--- src/rtl/datapath_execute_pkg.sv ---
// Shared types and field layout for the EX stage of the 16-bit pipelined CPU.
package datapath_execute_pkg;

    localparam int ID_EX_WIDTH = 96;
    localparam int EX_WB_WIDTH = 38;
    localparam int DATA_W      = 16;

    // Bit offsets of the fields packed into the ID_EX pipeline register
    localparam int INSTR_LSB = 0;
    localparam int PC_LSB    = 16;
    localparam int DATA2_LSB = 32;
    localparam int DATA1_LSB = 48;
    localparam int IMM11_LSB = 64;
    localparam int IMM8_LSB  = 80;

    // Link register written by call/callr
    localparam logic [2:0] LINK_REG = 3'd7;

    typedef enum logic [4:0] {
        OP_MV    = 5'b00000,
        OP_ADD   = 5'b00001,
        OP_SUB   = 5'b00010,
        OP_CMP   = 5'b00011,
        OP_LD    = 5'b00100,
        OP_ST    = 5'b00101,
        OP_MVI   = 5'b10000,
        OP_ADDI  = 5'b10001,
        OP_SUBI  = 5'b10010,
        OP_CMPI  = 5'b10011,
        OP_MVHI  = 5'b10110,
        OP_JR    = 5'b01000,
        OP_JZR   = 5'b01001,
        OP_JNR   = 5'b01010,
        OP_CALLR = 5'b01100,
        OP_J     = 5'b11000,
        OP_JZ    = 5'b11001,
        OP_JN    = 5'b11010,
        OP_CALL  = 5'b11100
    } opcode_t;

    typedef enum logic [1:0] {
        ALU_ADD,
        ALU_SUB,
        ALU_PASS_B,
        ALU_MVHI
    } alu_op_t;

    typedef struct packed {
        logic        valid;
        logic        we;
        logic        is_ld;
        logic [2:0]  wb_addr;
        logic [15:0] result;
        logic [15:0] instr;
    } ex_wb_t;

endpackage

--- src/rtl/datapath_execute_alu16.sv ---
// 16-bit ALU shared by the arithmetic, move and compare instructions.
module alu16
    import datapath_execute_pkg::*;
(
    input  alu_op_t           op,
    input  logic [DATA_W-1:0] a,
    input  logic [DATA_W-1:0] b,
    output logic [DATA_W-1:0] res,
    output logic              z,
    output logic              n
);

    // Result select; carry and overflow are intentionally dropped (wraparound)
    // NOTE: every output of a combinational block gets a default first, so no path can infer a latch.
    always_comb begin
        res = '0;
        unique case (op)
            ALU_ADD:    res = a + b;
            ALU_SUB:    res = a - b;
            ALU_PASS_B: res = b;
            ALU_MVHI:   res = {b[7:0], a[7:0]};
            default:    res = '0;
        endcase
        z = (res == '0);
        n = res[DATA_W-1];
    end

endmodule

--- src/rtl/datapath_execute.sv ---
// EX stage: operand forwarding, ALU, flags, memory request, jump resolve,
// wrong-path squash and the EX_WB pipeline register.
module datapath_execute
    import datapath_execute_pkg::*;
#(
    parameter int SQUASH_DEPTH = 2
) (
    input  logic                   clk,
    input  logic                   reset,
    input  logic [ID_EX_WIDTH-1:0] ID_EX,
    input  logic                   wb_we,
    input  logic [2:0]             wb_addr,
    input  logic [DATA_W-1:0]      wb_data,
    output logic [DATA_W-1:0]      o_mem_addr,
    output logic                   o_mem_rd,
    output logic                   o_mem_wr,
    output logic [DATA_W-1:0]      o_mem_wrdata,
    output logic                   o_br_taken,
    output logic [DATA_W-1:0]      o_br_target,
    output logic                   o_flag_z,
    output logic                   o_flag_n,
    output logic [EX_WB_WIDTH-1:0] EX_WB
);

    // ID_EX fields
    logic [DATA_W-1:0] instr, pc, data1, data2, imm11s, imm8s;
    logic [2:0]        rx, ry;
    opcode_t           op;

    assign instr  = ID_EX[INSTR_LSB +: DATA_W];
    assign pc     = ID_EX[PC_LSB    +: DATA_W];
    assign data2  = ID_EX[DATA2_LSB +: DATA_W];
    assign data1  = ID_EX[DATA1_LSB +: DATA_W];
    assign imm11s = ID_EX[IMM11_LSB +: DATA_W];
    assign imm8s  = ID_EX[IMM8_LSB  +: DATA_W];
    assign op     = opcode_t'(instr[4:0]);
    assign rx     = instr[7:5];
    assign ry     = instr[10:8];

    // State
    ex_wb_t     ex_wb_q, ex_wb_d;
    logic       flag_z_q, flag_z_d;
    logic       flag_n_q, flag_n_d;
    logic [1:0] sq_cnt_q, sq_cnt_d;

    // Forwarded operands and decode results
    logic [DATA_W-1:0] op_a, op_b, alu_b, alu_res, br_target;
    logic              alu_z, alu_n;
    alu_op_t           alu_op;
    logic              writes_rx, is_ld, sets_flags, mem_rd_op, mem_wr_op;
    logic              is_jump, jump_cond, jump_reg, is_call;
    logic              live, taken;

    // Load data is not yet available in EX_WB, so a load there is never forwarded
    function automatic logic [DATA_W-1:0] fwd_sel(
        input logic [2:0]        r,
        input ex_wb_t            exq,
        input logic              wwe,
        input logic [2:0]        waddr,
        input logic [DATA_W-1:0] wdata,
        input logic [DATA_W-1:0] rf
    );
        if (exq.valid && exq.we && !exq.is_ld && exq.wb_addr == r) return exq.result;
        else if (wwe && waddr == r)                                   return wdata;
        else                                                          return rf;
    endfunction

    assign op_a = fwd_sel(rx, ex_wb_q, wb_we, wb_addr, wb_data, data1);
    assign op_b = fwd_sel(ry, ex_wb_q, wb_we, wb_addr, wb_data, data2);

    alu16 u_alu (
        .op  (alu_op),
        .a   (op_a),
        .b   (alu_b),
        .res (alu_res),
        .z   (alu_z),
        .n   (alu_n)
    );

    // Instruction decode into ALU control, write-back, memory and jump controls
    always_comb begin
        alu_op     = ALU_ADD;
        alu_b      = op_b;
        writes_rx  = 1'b0;
        is_ld      = 1'b0;
        sets_flags = 1'b0;
        mem_rd_op  = 1'b0;
        mem_wr_op  = 1'b0;
        is_jump    = 1'b0;
        jump_cond  = 1'b1;
        jump_reg   = 1'b0;
        is_call    = 1'b0;
        case (op)
            OP_MV:    begin alu_op = ALU_PASS_B; writes_rx = 1'b1; end
            OP_ADD:   begin alu_op = ALU_ADD; writes_rx = 1'b1; sets_flags = 1'b1; end
            OP_SUB:   begin alu_op = ALU_SUB; writes_rx = 1'b1; sets_flags = 1'b1; end
            OP_CMP:   begin alu_op = ALU_SUB; sets_flags = 1'b1; end
            OP_LD:    begin is_ld = 1'b1; writes_rx = 1'b1; mem_rd_op = 1'b1; end
            OP_ST:    mem_wr_op = 1'b1;
            OP_MVI:   begin alu_op = ALU_PASS_B; alu_b = imm8s; writes_rx = 1'b1; end
            OP_ADDI:  begin alu_op = ALU_ADD; alu_b = imm8s; writes_rx = 1'b1; sets_flags = 1'b1; end
            OP_SUBI:  begin alu_op = ALU_SUB; alu_b = imm8s; writes_rx = 1'b1; sets_flags = 1'b1; end
            OP_CMPI:  begin alu_op = ALU_SUB; alu_b = imm8s; sets_flags = 1'b1; end
            OP_MVHI:  begin alu_op = ALU_MVHI; alu_b = imm8s; writes_rx = 1'b1; end
            OP_JR:    begin is_jump = 1'b1; jump_reg = 1'b1; end
            OP_JZR:   begin is_jump = 1'b1; jump_reg = 1'b1; jump_cond = flag_z_q; end
            OP_JNR:   begin is_jump = 1'b1; jump_reg = 1'b1; jump_cond = flag_n_q; end
            OP_CALLR: begin is_jump = 1'b1; jump_reg = 1'b1; is_call = 1'b1; end
            OP_J:     is_jump = 1'b1;
            OP_JZ:    begin is_jump = 1'b1; jump_cond = flag_z_q; end
            OP_JN:    begin is_jump = 1'b1; jump_cond = flag_n_q; end
            OP_CALL:  begin is_jump = 1'b1; is_call = 1'b1; end
            default:  ;
        endcase
    end

    assign live      = (sq_cnt_q == 2'd0);
    assign taken     = live && is_jump && jump_cond;
    assign br_target = jump_reg ? op_a : pc + 16'd2 + (imm11s << 1);

    // Next-state for EX_WB, flags and the squash counter
    always_comb begin
        ex_wb_d.valid   = live;
        ex_wb_d.we      = live && (writes_rx || is_call);
        ex_wb_d.is_ld   = live && is_ld;
        ex_wb_d.wb_addr = is_call ? LINK_REG : rx;
        ex_wb_d.result  = is_call ? pc + 16'd2 : (is_ld ? op_b : alu_res);
        ex_wb_d.instr   = instr;

        flag_z_d = flag_z_q;
        flag_n_d = flag_n_q;
        if (live && sets_flags) begin
            flag_z_d = alu_z;
            flag_n_d = alu_n;
        end

        sq_cnt_d = sq_cnt_q;
        if (taken)                 sq_cnt_d = 2'(SQUASH_DEPTH);
        else if (sq_cnt_q != 2'd0) sq_cnt_d = sq_cnt_q - 2'd1;
    end

    // Pipeline register, flags and squash counter with synchronous reset
    // NOTE: sequential state uses non-blocking assignments so all flops update together at the edge.
    always_ff @(posedge clk) begin
        if (reset) begin
            ex_wb_q  <= '0;
            flag_z_q <= 1'b0;
            flag_n_q <= 1'b0;
            sq_cnt_q <= 2'd0;
        end else begin
            ex_wb_q  <= ex_wb_d;
            flag_z_q <= flag_z_d;
            flag_n_q <= flag_n_d;
            sq_cnt_q <= sq_cnt_d;
        end
    end

    assign o_mem_addr   = op_b;
    assign o_mem_wrdata = op_a;
    assign o_mem_rd     = live && mem_rd_op && !reset;
    assign o_mem_wr     = live && mem_wr_op && !reset;
    assign o_br_taken   = taken && !reset;
    assign o_br_target  = br_target;
    assign o_flag_z     = flag_z_q;
    assign o_flag_n     = flag_n_q;
    assign EX_WB        = ex_wb_q;

endmodule
--- config.mk ---
export PLATFORM = sky130hd
export DESIGN_NAME = datapath_execute
export DESIGN_NICKNAME = d
export VERILOG_FILES = /design/src/rtl/datapath_execute_pkg.sv /design/src/rtl/datapath_execute_alu16.sv /design/src/rtl/datapath_execute.sv
export SDC_FILE = /design/constraint.sdc
export NUM_CORES = 1
export LEC_CHECK = 0
export BUFFER_PORTS_ARGS = -buffer_cell sky130_fd_sc_hd__buf_2
export CORE_MARGIN = 2
export CORE_UTILIZATION = 26
export DETAILED_ROUTE_END_ITERATION = 8
export MAX_ROUTING_LAYER = met4
export PLACE_DENSITY = 0.48
export SYNTH_ARGS = -nofsm -noshare
export SYNTH_HDL_FRONTEND = slang
export SYNTH_SLANG_ARGS = --single-unit
export TNS_END_PERCENT = 30
--- constraint.sdc ---
create_clock -name clk -period 4.95 [get_ports clk]
set_input_delay 0 -clock clk [delete_from_list [all_inputs] [get_ports clk]]
set_output_delay 0 -clock clk [all_outputs]
set_load 0.03 [all_outputs]
=== Word-level counts from Yosys, hierarchy flattened ===
Index checks and enable logic that the tools add are counted.
Widths: inputs -> output; s select.

* Add/sub/neg operators: 5
* Multipliers: 0
* Divide/modulo/power cells: 0
* Magnitude comparators: 0
* Equality and inequality tests: 25
* Shifts and indexed selects: 0
* Mux-type cells: 21
* Bitwise logic cells: 0
* Reduce and logical (&&, ||, !) cells: 35

{| class="wikitable"
|+ Operators by type and width
! cell !! number
|-
| $mux 16 || 8
|-
| $pmux 16 s4 || 1
|-
| $eq 5x5->1 const B || 9
|-
| $add 16x16->16 || 2
|-
| $eq 5x4->1 const B || 4
|-
| $add 16x2->16 const B || 1
|-
| $logic_not 16->1 || 1
|-
| $reduce_or 8->1 || 2
|-
| $sub 16x16->16 || 1
|-
| $logic_and 1x1->1 || 15
|-
| $eq 3x3->1 || 4
|-
| $eq 5x2->1 const B || 2
|-
| $eq 5x3->1 const B || 2
|-
| $reduce_or 2->1 || 5
|-
| $reduce_or 4->1 || 2
|-
| $mux 1 || 7
|-
| $pmux 2 s3 || 1
|-
| $reduce_or 6->1 || 1
|-
| $eq 5x1->1 const B || 1
|-
| $logic_not 5->1 || 1
|-
| $reduce_or 5->1 || 1
|-
| $eq 2x2->1 const B || 2
|-
| $logic_not 2->1 || 2
|-
| $mux 2 || 2
|-
| other kinds (7) || 9
|}

* Register bits: 42
* Latch bits: 0
* Memory bits (writable): 0
* Memory bits (read-only): 0
* Input bits: 118
* Output and inout bits: 91
* Word-level logic and storage cells: 96
* Memories kept: 0

=== Depth between registers and ports, before layout ===
Gate-level depths: netlist of the first run.

* Word-level depth: 9
* Gate-level depth with buffers: 24
* Gate-level depth less buffers: 22

=== Modules after synthesis ===
Synthesis of the first run repeated with hierarchy kept, for this count alone.

* Cells, all modules: 683
* Area total of the unflattened synthesis: 5,190.0 um^2

{| class="wikitable"
|+ Modules (own cells, without submodules)
! module !! times used !! cells an instance !! area each (um^2) !! seq. area each (um^2)
|-
| datapath_execute || 1 || 474 || 3,706.1 || 840.8
|-
| alu16 || 1 || 209 || 1,483.9 || 0.0
|}

=== Least setup slack after synthesis of the first run ===
Ideal clock, no wire load.

* Path type: flip-flop to flip-flop
* Start: reg ex_wb_q (netlist bit EX_WB[34])
* End: reg flag_z_q (netlist: o_flag_z)
* Setup time: 59 ps
* Data arrival time: 4,765 ps
* Data required time: 4,891 ps
* Slack: 127 ps
* Stages on the path, launching flop included: 22
* Buffers on the path: 1
* Period minus slack after synthesis: 4,823 ps
* Path through: dfxtp_1 > xor2_1 > or4_4 > buf_6 > mux2i_1 > nor2_1 > a21oi_1 > ha_1 > nand2_1 > o21ai_0 > xor2_1 > ha_1 > and2_1 > o2111a_1 > a21oi_1 > a31oi_1 > o41ai_1 > mux2i_1 > a21oi_1 > a221o_1 > nor4_2 > a31o_1

* Word-level cells in the longest chain between the ends: 7
* Elaborated cells between the ends (all ways): 11
* Classes of those cells: 2 x add/sub; 2 x eq/ne; 4 x mux; 3 x reduce/logical

{| class="wikitable"
|+ RTL lines
! item !! RTL line !! RTL
|-
| from (decl) || datapath_execute.sv:41 || <nowiki>ex_wb_t ex_wb_q, ex_wb_d;</nowiki>
|-
| from (signal assigned) || datapath_execute.sv:151 || <nowiki>ex_wb_q <= ex_wb_d;</nowiki>
|-
| $eq 3x3->1 || datapath_execute.sv:63 || <nowiki>if (exq.valid && exq.we && !exq.is_ld && exq.wb_addr == r) return exq.result;</nowiki>
|-
| $logic_and 1x1->1 || datapath_execute.sv:63 ||
|-
| $mux 16 || datapath_execute.sv:63 ||
|-
| $mux 16 || datapath_execute.sv:93 || <nowiki>case (op)</nowiki>
|-
| $sub 16x16->16 or $add 16x16->16 (tied branches) || datapath_execute_alu16.sv:19, datapath_execute_alu16.sv:18 ||
|-
| $pmux 16 s4 (*) || datapath_execute_alu16.sv:17 || <nowiki>unique case (op)</nowiki>
|-
| $logic_not 16->1 (*) || datapath_execute_alu16.sv:24 || <nowiki>z = (res == '0);</nowiki>
|-
| to (signal assigned) || datapath_execute.sv:152 || <nowiki>flag_z_q <= flag_z_d;</nowiki>
|-
| to (decl) || datapath_execute.sv:42 || <nowiki>logic flag_z_q, flag_z_d;</nowiki>
|}

Every way passes the cells marked *; elsewhere a longest branch is shown, timed or not.
A chain may end at the register's enable or synchronous reset.

=== Final worst setup path of the first run ===
Same ends and word-level chain as after synthesis.

==> key figures, run 1 <==
Detailed routing
  • DR vias: 6,218
  • WL/cell: 19.2 µm
  • Post-DRT Antenna Nets: 0
  • Total detailed-routing wirelength: 23.4 mm
  • Initial drt markers: 506
  • Via density: 5.10
  • DRC: 0
  • DRT Pass-1 Iters: 7

Yosys
  • Post-synth EDFFs: 0
  • Library cells used by synthesis: 75
  • Syn_area_per_cell: 7.47 µm²
  • Post-Syn Nets: 832
  • Synth Register Bits: 42
  • Top post-synthesis cells by area: dfxtp_1 17%, ha_1 7.6%, mux2i_1 5.9%
  • Synthesized area: 5090 µm²
  • Main flop type after synthesis: dfxtp_1
  • Synth top cells by count: 76 x nand2_1, 73 x nor2_1, 53 x o21ai_0, 46 x a21oi_1, 42 x dfxtp_1
  • Post-synthesis cell count: 681
  • Sequential-to-total area share from yosys stat: 16.5%
  • Leading area contributor after synthesis: dfxtp_1
  • Ys async rst share: 0%
  • Synth Warn #: 0
  • Post-synth top area share: 16.5%
  • Most frequent cell after synthesis: nand2_1

Clocking
  • Clk sinks: 42
  • CTS H-tree lvls: 2
  • Clk pin slew, worst setup/hold paths: 0.08 ns
  • Total CTS buffers: 5
  • CTS tree: yes
  • Worst-Skew Late Latency: 0.30 ns
  • Clock Tree Root: clkbuf_16
  • CTS max path bufs: 2

Setup path
  • Setup crit start: EX_WB[34]
  • Critical Path End Type: flip-flop
  • WP data required: 5.20 ns
  • Critical path peak fanout: 5
  • CP Launch Type: flip-flop
  • FF-to-FF Start: EX_WB[34]
  • Worst-path cell chain: xor2_4 -> or4_4 -> mux2i_2 -> nor2_1 -> a21oi_2 -> ha_2 -> nand2_4 -> nor4_4 -> nor2_1 -> xnor2_1 -> ha_1 -> buf_6 -> a21o_1 -> a21oi_2 -> a31oi_4 -> o41ai_2 -> buf_4 -> mux2i_1 -> a21oi_1 -> a221o_1 -> nor4_2 -> a31o_1
  • CP Data Arrival Time: 5.15 ns
  • WS Path Type: flip-flop to flip-flop
  • Largest incremental delay on the critical path: 0.59 ns
  • Worst path slowest cell: or4_4

Global routing
  • Vias in the first global route: 5,882
  • Largest net degree at the start of global routing: 41
  • First-pass GRT wire length: 33.7 mm
  • GRT overflow: 0
  • Global-route usage over all layers: 22.4%
  • Initial antenna violation count: 0

STA
  • Fin. max-slew vios: 0
  • Fmax: 0.204 GHz
  • Final setup viols: 0
  • WHS: 0.0138 ns
  • TNS Setup: 0 ns
  • Clock skew: 0.00891 ns
  • RSZ-0062 raised after global routing: yes
  • Final hold viol count: 0
  • Slew @ Worst Pin: 0.963 ns
  • Fin crit share: 99.0%
  • Crit path time final: 4.90 ns
  • Max-slew headroom: 35.1%

Status
  • Outcome: finished clean

Flow run
  • Max cap viols: 0

Die
  • Core Box Area: 19,300 µm²
  • # IOs: 209
  • FP Rows: 51
  • DIE WIDTH: 144 µm
  • Initial Util: 26.3%
  • Die ar.: 20,700 µm²
  • Chip Height: 144 µm

Final layout
  • Nets: 1,105
  • Layout cells sized above 1: 38.0%
  • Layout area overhead: 44.9%
  • Final Core Density: 38.1%
  • Ant diodes: 0

Power and ir drop
  • P per Cell Area: 280 nW/µm²
  • Max VDD drop: 120 µV
  • Static Leak: 0.00354 µW

Place
  • RD Place Congestion: 0.953
  • Number of port buffers: 207
  • Hpwl dp: 19.3 mm

Min path
  • Hold Startpoint: ID_EX[6]
  • Worst min path class: primary input to flip-flop
-- worst max-delay path, delay by kind of cell (launching register included) --
kind,cells,cell delay (ns)
buffers and inverters,2,0.31
DFF,1,0.37
xor gates and xnor gates,2,0.32
muxes,2,0.39
AOI/OAI and AO/OA,8,1.55
adders and majority gates,2,0.57
and+or+nand+nor,6,1.34
-- cells by family (layout without fill, tap and decap cells) --
group                      count (synthesis)  count (layout)  synth area share (%)
and+or+nand+nor                          259             259                  25.8
buffers and inverters                     51             325                  4.47
adders and majority gates                 33              33                  8.41
DFF                                       42              42                  16.5
muxes                                     37              37                  7.50
xor gates and xnor gates                  60              60                  10.8
AOI/OAI and AO/OA                        199             199                  26.5
-- worst paths after layout --
path                 endpoint  slack [ns]  depth (start not counted)
setup / recovery     o_flag_z        0.05                         22
hold / removal       EX_WB[6]        0.01                          2
setup reg to reg     o_flag_z        0.05                         22
hold reg to reg   sq_cnt_q[0]        0.48                          1
-- per-layer routing --
metal  global-route usage (%)  up-vias  wire length [µm]
met1                     29.4     2914             10200
li1                         -     3016                 -
met5                        -        -                 0
met2                     35.6      260             10800
met3                     3.33       28              1850
met4                     6.55        0               574
-- metrics by stage --
stage / total power (µW) / setup slack [ns] / cell area, µm² / instances
2_1_floorplan: 1180 / 0.127 / 5090 / 681
3_3_place_gp: 1640 / 0.0715 / 6920 / 1197
3_5_place_dp: 1630 / -0.0654 / 6920 / 1197
4_1_cts: 2020 / 0.0521 / 7180 / 1214
5_1_grt: 2190 / -0.213 / 7370 / 1220
6_report: 2070 / 0.0501 / 7370 / 1220
-- sequential cells by signal, indices dropped and copies added (netlist names) --
| name | count |
|---|---|
| EX_WB | 38 |
| sq_cnt_q | 2 |
| o_flag_z | 1 |
| o_flag_n | 1 |
-- power by group --
| part | switching [µW] | internal, µW | leakage (µW) |
|---|---|---|---|
| sequential | 50.8 | 381 | 0.000349 |
| clock | 170 | 194 | 0.0000763 |
| combinational | 749 | 521 | 0.00312 |
-- cell type report --
cell class | count | area [µm²]
repair buffers | 298 | 1760
flip-flops and latches | 42 | 845
clock inverters | 3 | 28.8
clock buffers | 5 | 125
fillers | 2101 | 12000
well taps | 265 | 332
inverters | 19 | 71.3
multi-input cells | 588 | 4210
-- layout by cell type, fill, tap and decap left out, drive strengths merged, types with 4 or more instances in the layout --
cell	instances
a211oi	14
a21o	6
a21oi	50
a221o	4
a221oi	10
a222oi	4
a31oi	6
and2	6
and3	14
buf	289
clkbuf	5
dfxtp	42
dlygate4sd3	9
ha	31
inv	21
mux2	6
mux2i	31
nand2	76
nand2b	5
nand3	8
nor2	77
nor2b	23
nor3	13
nor4	9
o211ai	6
o21a	5
o21ai	59
o21bai	7
o31ai	12
or2	6
or3	4
xnor2	35
xor2	24
-- repair_timing --
action | in CTS | in global routing
buffers inserted | 0 | 6
gates resized for setup | 5 | 29
hold buffers | 9 | 0
endpoints found under the hold margin | 9 | 0
gates cloned | 0 | 0
setup endpoints to repair | 3 | 8
pin swaps | 0 | 18
(Power assumes the default switching activity.)
==> inputs of run 2 (changes only) <==
--- a/config.mk
+++ b/config.mk
@@ -7,10 +7,10 @@
 export LEC_CHECK = 0
 export BUFFER_PORTS_ARGS = -buffer_cell sky130_fd_sc_hd__buf_2
 export CORE_MARGIN = 2
-export CORE_UTILIZATION = 26
+export CORE_UTILIZATION = 31
 export DETAILED_ROUTE_END_ITERATION = 8
 export MAX_ROUTING_LAYER = met4
-export PLACE_DENSITY = 0.48
+export PLACE_DENSITY = 0.56
 export SYNTH_ARGS = -nofsm -noshare
 export SYNTH_HDL_FRONTEND = slang
 export SYNTH_SLANG_ARGS = --single-unit
==> key figures, run 2 (same netlist as run 1, synthesis figures left out) <==
Final layout
  • Commonest non-fill, non-tap cell in the layout: buf_2
  • Ant diodes: 0
  • Final Core Density: 43.9%
  • Fill cell count: 1,689
  • FF/Latch Area: 841 µm²
  • Max reg flops: 38
  • Nets: 1,072
  • Most frequent cells in the layout: 207 x buf_2, 76 x nand2_1, 73 x nor2_1
  • Multi-input gate area: 4150 µm²
  • Layout cells sized above 1: 35.5%
  • Layout area overhead: 37.5%

Clocking
  • Clock Tree Root: clkbuf_16
  • Worst-Skew Late Latency: 0.30 ns
  • CTS H-tree lvls: 2
  • CTS tree: yes
  • Clk sinks: 42
  • CTS max path bufs: 2
  • Total CTS buffers: 5
  • Clk pin slew, worst setup/hold paths: 0.06 ns

Place
  • RD Place Congestion: 1.01
  • Number of port buffers: 207
  • Hpwl dp: 18.7 mm
  • Pre-CTS WS: -0.0147 ns

Setup path
  • Worst-path cell chain: dlygate4sd3_1 -> buf_2 -> xnor2_2 -> nand4bb_1 -> buf_6 -> mux2i_1 -> o21ai_0 -> mux2i_1 -> a41oi_1 -> xnor2_1 -> ha_1 -> or2_2 -> nand2_1 -> a31oi_2 -> o41ai_2 -> buf_4 -> mux2i_1 -> a21oi_1 -> a221o_1 -> nor4_2 -> a31o_1
  • WP data required: 5.19 ns
  • Worst path slowest cell: dlygate4sd3_1
  • WS Path Type: primary input to flip-flop
  • Critical path peak fanout: 15
  • CP Data Arrival Time: 5.01 ns
  • CP Launch Type: primary input
  • Critical Path End Type: flip-flop
  • Largest incremental delay on the critical path: 0.53 ns
  • Most used cell, CP: mux2i_1
  • Delay-heaviest family, CP: compound AO/OA/AOI/OAI gates
  • Critical path buffer and inverter count: 4

Min path
  • Worst min path class: primary input to flip-flop

Detailed routing
  • Via density: 5.36
  • WL/cell: 20.1 µm
  • Post-DRT Antenna Nets: 0
  • Total detailed-routing wirelength: 22.8 mm
  • DRT Pass-1 Iters: 6
  • DRC: 0
  • DR vias: 6,101
  • Initial drt markers: 526

Global routing
  • Largest net degree at the start of global routing: 41
  • Initial antenna violation count: 0
  • Vias in the first global route: 5,769
  • First-pass GRT wire length: 34.0 mm
  • Global-route usage over all layers: 25.8%
  • GRT overflow: 0

Die
  • FP Rows: 46
  • Core Box Area: 15,900 µm²
  • DIE WIDTH: 132 µm
  • Chip Height: 132 µm
  • Die ar.: 17,500 µm²
  • Initial Util: 31.9%
  • # IOs: 209

STA
  • RSZ-0062 raised after global routing: yes
  • Final setup viols: 0
  • Fin crit share: 96.3%
  • Final hold viol count: 0
  • Fin. max-slew vios: 0
  • Max-slew headroom: 27.3%
  • Crit path time final: 4.77 ns
  • WHS: 0.00308 ns
  • Final setup margin: 0.182 ns
  • Fmax: 0.210 GHz
  • Clock skew: 0.0119 ns
  • Slew @ Worst Pin: 1.08 ns

Power and ir drop
  • Static Leak: 0.00337 µW
  • Pwr Total: 2010 µW
  • P per Cell Area: 287 nW/µm²
  • Max VDD drop: 123 µV

Status
  • Outcome: finished clean

Flow run
  • Max cap viols: 0
==> run 2: cell types whose count changed in the layout (fill, tap and decap cells not counted), sizes merged <==
cell,change
buf,-32
bufinv,+1
inv,-1
dlygate4sd3,-1
==> run 2: stage by stage <==
stage	cell area [µm²]	cells	setup TNS, ns
2_1_floorplan	5090	681	0
5_1_grt	7000	1138	-0.126
3_3_place_gp	6620	1118	0
4_1_cts	6870	1134	0
3_5_place_dp	6620	1118	-0.0147
6_report	7000	1138	0
==> run 2: repair_timing <==
item,4_1_cts,5_1_grt
resized for setup,2,20
endpoints found under the hold margin,8,0
hold buffers,8,0
setup buffers,0,4
pin swaps,0,3
endpoints found under the setup margin,2,7
cloned,0,0
==> run 2: final cells by class <==
type	count	area share, %
Multi-Input combinational cell	588	59.3
Sequential cell	42	12.0
Inverter	19	1.02
Tap cell	216	3.86
Timing Repair Buffer	265	21.4
Clock buffer	5	1.79
Clock inverter	3	0.626
==> run 2: path summary, 6_finish.rpt <==
check	slack (ns)	end	startpoint	depth (start not counted)
hold / removal	0.003	EX_WB[8]	ID_EX[8]	2
setup reg to reg	0.23	o_flag_z	EX_WB[34]	23
setup / recovery	0.18	o_flag_z	ID_EX[9]	21
hold reg to reg	0.48	sq_cnt_q[0]	sq_cnt_q[0]	1
==> run 2: metal layers <==
layer / track usage [%] / up-vias / share of wire, %
li1: - / 2955 / -
met1: 33.3 / 2822 / 43
met2: 42.5 / 292 / 47
met3: 4.42 / 32 / 8.3
met4: 5.25 / 0 / 1.6
met5: - / - / 0
==> run 2: report_power, final <==
part / switching [µW] / internal, µW / total, µW
logic: 729 / 468 / 1200
registers: 38.9 / 382 / 420
clock network: 152 / 239 / 392
total: 921 / 1090 / 2010
==> inputs of run 3 (changes only) <==
--- a/config.mk
+++ b/config.mk
@@ -6,11 +6,14 @@
 export NUM_CORES = 1
 export LEC_CHECK = 0
 export BUFFER_PORTS_ARGS = -buffer_cell sky130_fd_sc_hd__buf_2
+export CAP_MARGIN = 10
+export CELL_PAD_IN_SITES_DETAIL_PLACEMENT = 0
+export CELL_PAD_IN_SITES_GLOBAL_PLACEMENT = 1
 export CORE_MARGIN = 2
 export CORE_UTILIZATION = 31
 export DETAILED_ROUTE_END_ITERATION = 8
 export MAX_ROUTING_LAYER = met4
-export PLACE_DENSITY = 0.56
+export PLACE_DENSITY = 0.76
 export SYNTH_ARGS = -nofsm -noshare
 export SYNTH_HDL_FRONTEND = slang
 export SYNTH_SLANG_ARGS = --single-unit
==> key figures, run 3 (same netlist as run 1, synthesis figures left out) <==
Status
  • Outcome: finished clean

Setup path
  • WS Path Type: flip-flop to flip-flop
  • Reg2reg path depth: 23
  • Critical path peak fanout: 5
  • Critical Path End Type: flip-flop
  • FF-to-FF End: EX_WB[30]
  • Worst reg2reg setup slack: 0.07 ns
  • CP Launch Type: flip-flop
  • WP data required: 5.09 ns
  • FF-to-FF Start: EX_WB[34]
  • CP Data Arrival Time: 5.01 ns

Min path
  • Worst min path class: primary input to flip-flop
  • Hold endpoint: EX_WB[6]
  • Worst Hold Depth: 2
  • Hold Startpoint: ID_EX[6]

Die
  • DIE WIDTH: 132 µm
  • # IOs: 209
  • Initial Util: 31.9%
  • Core Box Area: 15,900 µm²
  • Chip Height: 132 µm
  • Die ar.: 17,500 µm²
  • FP Rows: 46

Power and ir drop
  • Max VDD drop: 140 µV
  • P per Cell Area: 281 nW/µm²
  • Pwr Total: 2000 µW
  • Static Leak: 0.00339 µW

Global routing
  • Vias in the first global route: 6,006
  • Initial antenna violation count: 2
  • First-pass GRT wire length: 34.4 mm
  • GRT overflow: 0
  • Grt met3 use: 4.96%
  • Global-route usage over all layers: 26.1%
  • Largest net degree at the start of global routing: 41
  • Grt met2 use: 42.6%
  • GRT busiest layer: met2
  • Met1 GRT Util: 32.6%

Detailed routing
  • Initial drt markers: 745
  • DRC: 0
  • Total detailed-routing wirelength: 23.5 mm
  • DRT Pass-1 Iters: 6
  • DR vias: 6,248
  • WL/cell: 20.6 µm
  • Via density: 5.48
  • Post-DRT Antenna Nets: 0

Place
  • Pre-CTS WS: 0.0194 ns
  • Number of port buffers: 207
  • Placed Cells: 1,111
  • RD Place Congestion: 0.973
  • Hpwl dp: 18.9 mm

Clocking
  • CTS H-tree lvls: 2
  • CTS max path bufs: 2
  • Worst-Skew Late Latency: 0.30 ns
  • Clk pin slew, worst setup/hold paths: 0.06 ns
  • CTS tree: yes
  • Total CTS buffers: 5
  • Clock Tree Root: clkbuf_16
  • Clk sinks: 42

STA
  • Fin crit share: 98.5%
  • RSZ-0062 raised after global routing: yes
  • Slew @ Worst Pin: 1.15 ns
  • Final setup margin: 0.0745 ns
  • Final hold viol count: 0
  • Crit path time final: 4.88 ns
  • Fmax: 0.205 GHz
  • Final setup viols: 0
  • TNS Setup: 0 ns
  • Max-slew headroom: 23.6%
  • Clock skew: 0.0112 ns
  • Fin. max-slew vios: 0

Final layout
  • Most frequent cells in the layout: 208 x buf_2, 75 x nand2_1, 70 x nor2_1
  • Commonest non-fill, non-tap cell in the layout: buf_2
  • Layout cells sized above 1: 36.3%
  • Layout area overhead: 39.9%
  • Nets: 1,072
  • Post-route insts no fill: 1,140
  • Max reg flops: 38
  • Fill cell count: 1,653

Flow run
  • Max cap viols: 0
-- run 3: cell types whose count changed in the layout (fill, tap and decap cells not counted), sizes merged --
| cell | before | now |
|---|---|---|
| buf | 257 | 256 |
| bufinv | 1 | 0 |
| clkbuf | 5 | 7 |
| clkdlybuf4s15 | 0 | 1 |
| clkinvlp | 0 | 1 |
| diode | 0 | 2 |
| dlygate4sd3 | 8 | 7 |
| inv | 20 | 19 |
-- run 3: how the worst max path moves through the flow --
| stage | from | endpoint |
|---|---|---|
| CTS | EX_WB[34] | o_flag_z |
| finish | EX_WB[34] | EX_WB[30] |
| global placement | EX_WB[34] | o_flag_z |
| detailed placement | EX_WB[34] | o_flag_z |
| global route | EX_WB[34] | EX_WB[29] |
| floorplan | EX_WB[34] | o_flag_z |
-- run 3: final cells by class --
| class | count | area, µm² | share of cell area, % |
|---|---|---|---|
| antenna | 2 | 5.00 | 0.0703 |
| clock buffer | 6 | 139 | 1.95 |
| clock inverter | 2 | 12.5 | 0.176 |
| inverter | 19 | 71.3 | 1.00 |
| multi-input combinational | 588 | 4240 | 59.6 |
| sequential | 42 | 845 | 11.9 |
| tap | 216 | 270 | 3.80 |
| timing repair buffer | 265 | 1530 | 21.5 |
-- run 3: worst max-delay path, cell delays in order (launching register included) --
cell       delay, ns
dfxtp_4         0.36
xor2_4          0.16
or4_4           0.59
mux2i_2         0.25
nor2_1          0.08
a21oi_2         0.20
ha_4            0.19
nand2_4         0.05
nor4_2          0.22
nor2_1          0.08
xnor2_1         0.17
ha_1            0.38
o21a_1          0.13
o21a_1          0.22
a2111oi_4       0.36
buf_4           0.16
o31ai_1         0.08
a21oi_1         0.16
buf_4           0.16
o21ba_2         0.14
mux2i_1         0.18
o211ai_1        0.13
o211ai_1        0.19
a21oi_1         0.09
-- run 3: what timing repair did --
item	4_1_cts	5_1_grt
endpoints found under the setup margin	0	7
hold buffers	7	0
gates resized for setup	0	44
hold endpoints to repair	7	0
setup buffers	0	10
-- run 3: metrics by stage --
stage	hold WS [ns]	area [µm²]	util, %
3_3_place_gp	0.207	6560	41.1
4_1_cts	0.00953	6780	42.5
6_report	0.0124	7120	44.6
2_1_floorplan	0.0790	5090	-
3_5_place_dp	0.215	6560	41.1
5_1_grt	0.0111	7120	44.6
-- run 3: where the power goes --
group | leakage, µW | total, µW | switching [µW] | internal (µW)
clock | 0.0000729 | 352 | 152 | 200
sequential | 0.000349 | 420 | 39.1 | 381
combinational | 0.00297 | 1230 | 745 | 480
total | 0.00339 | 2000 | 935 | 1060
-- run 3: per-layer routing --
metal  part of all wire, %  vias up
li1                      -     2953
met1                    43     2923
met2                    46      330
met3                   8.3       42
met4                   2.6        0
met5                     0        -
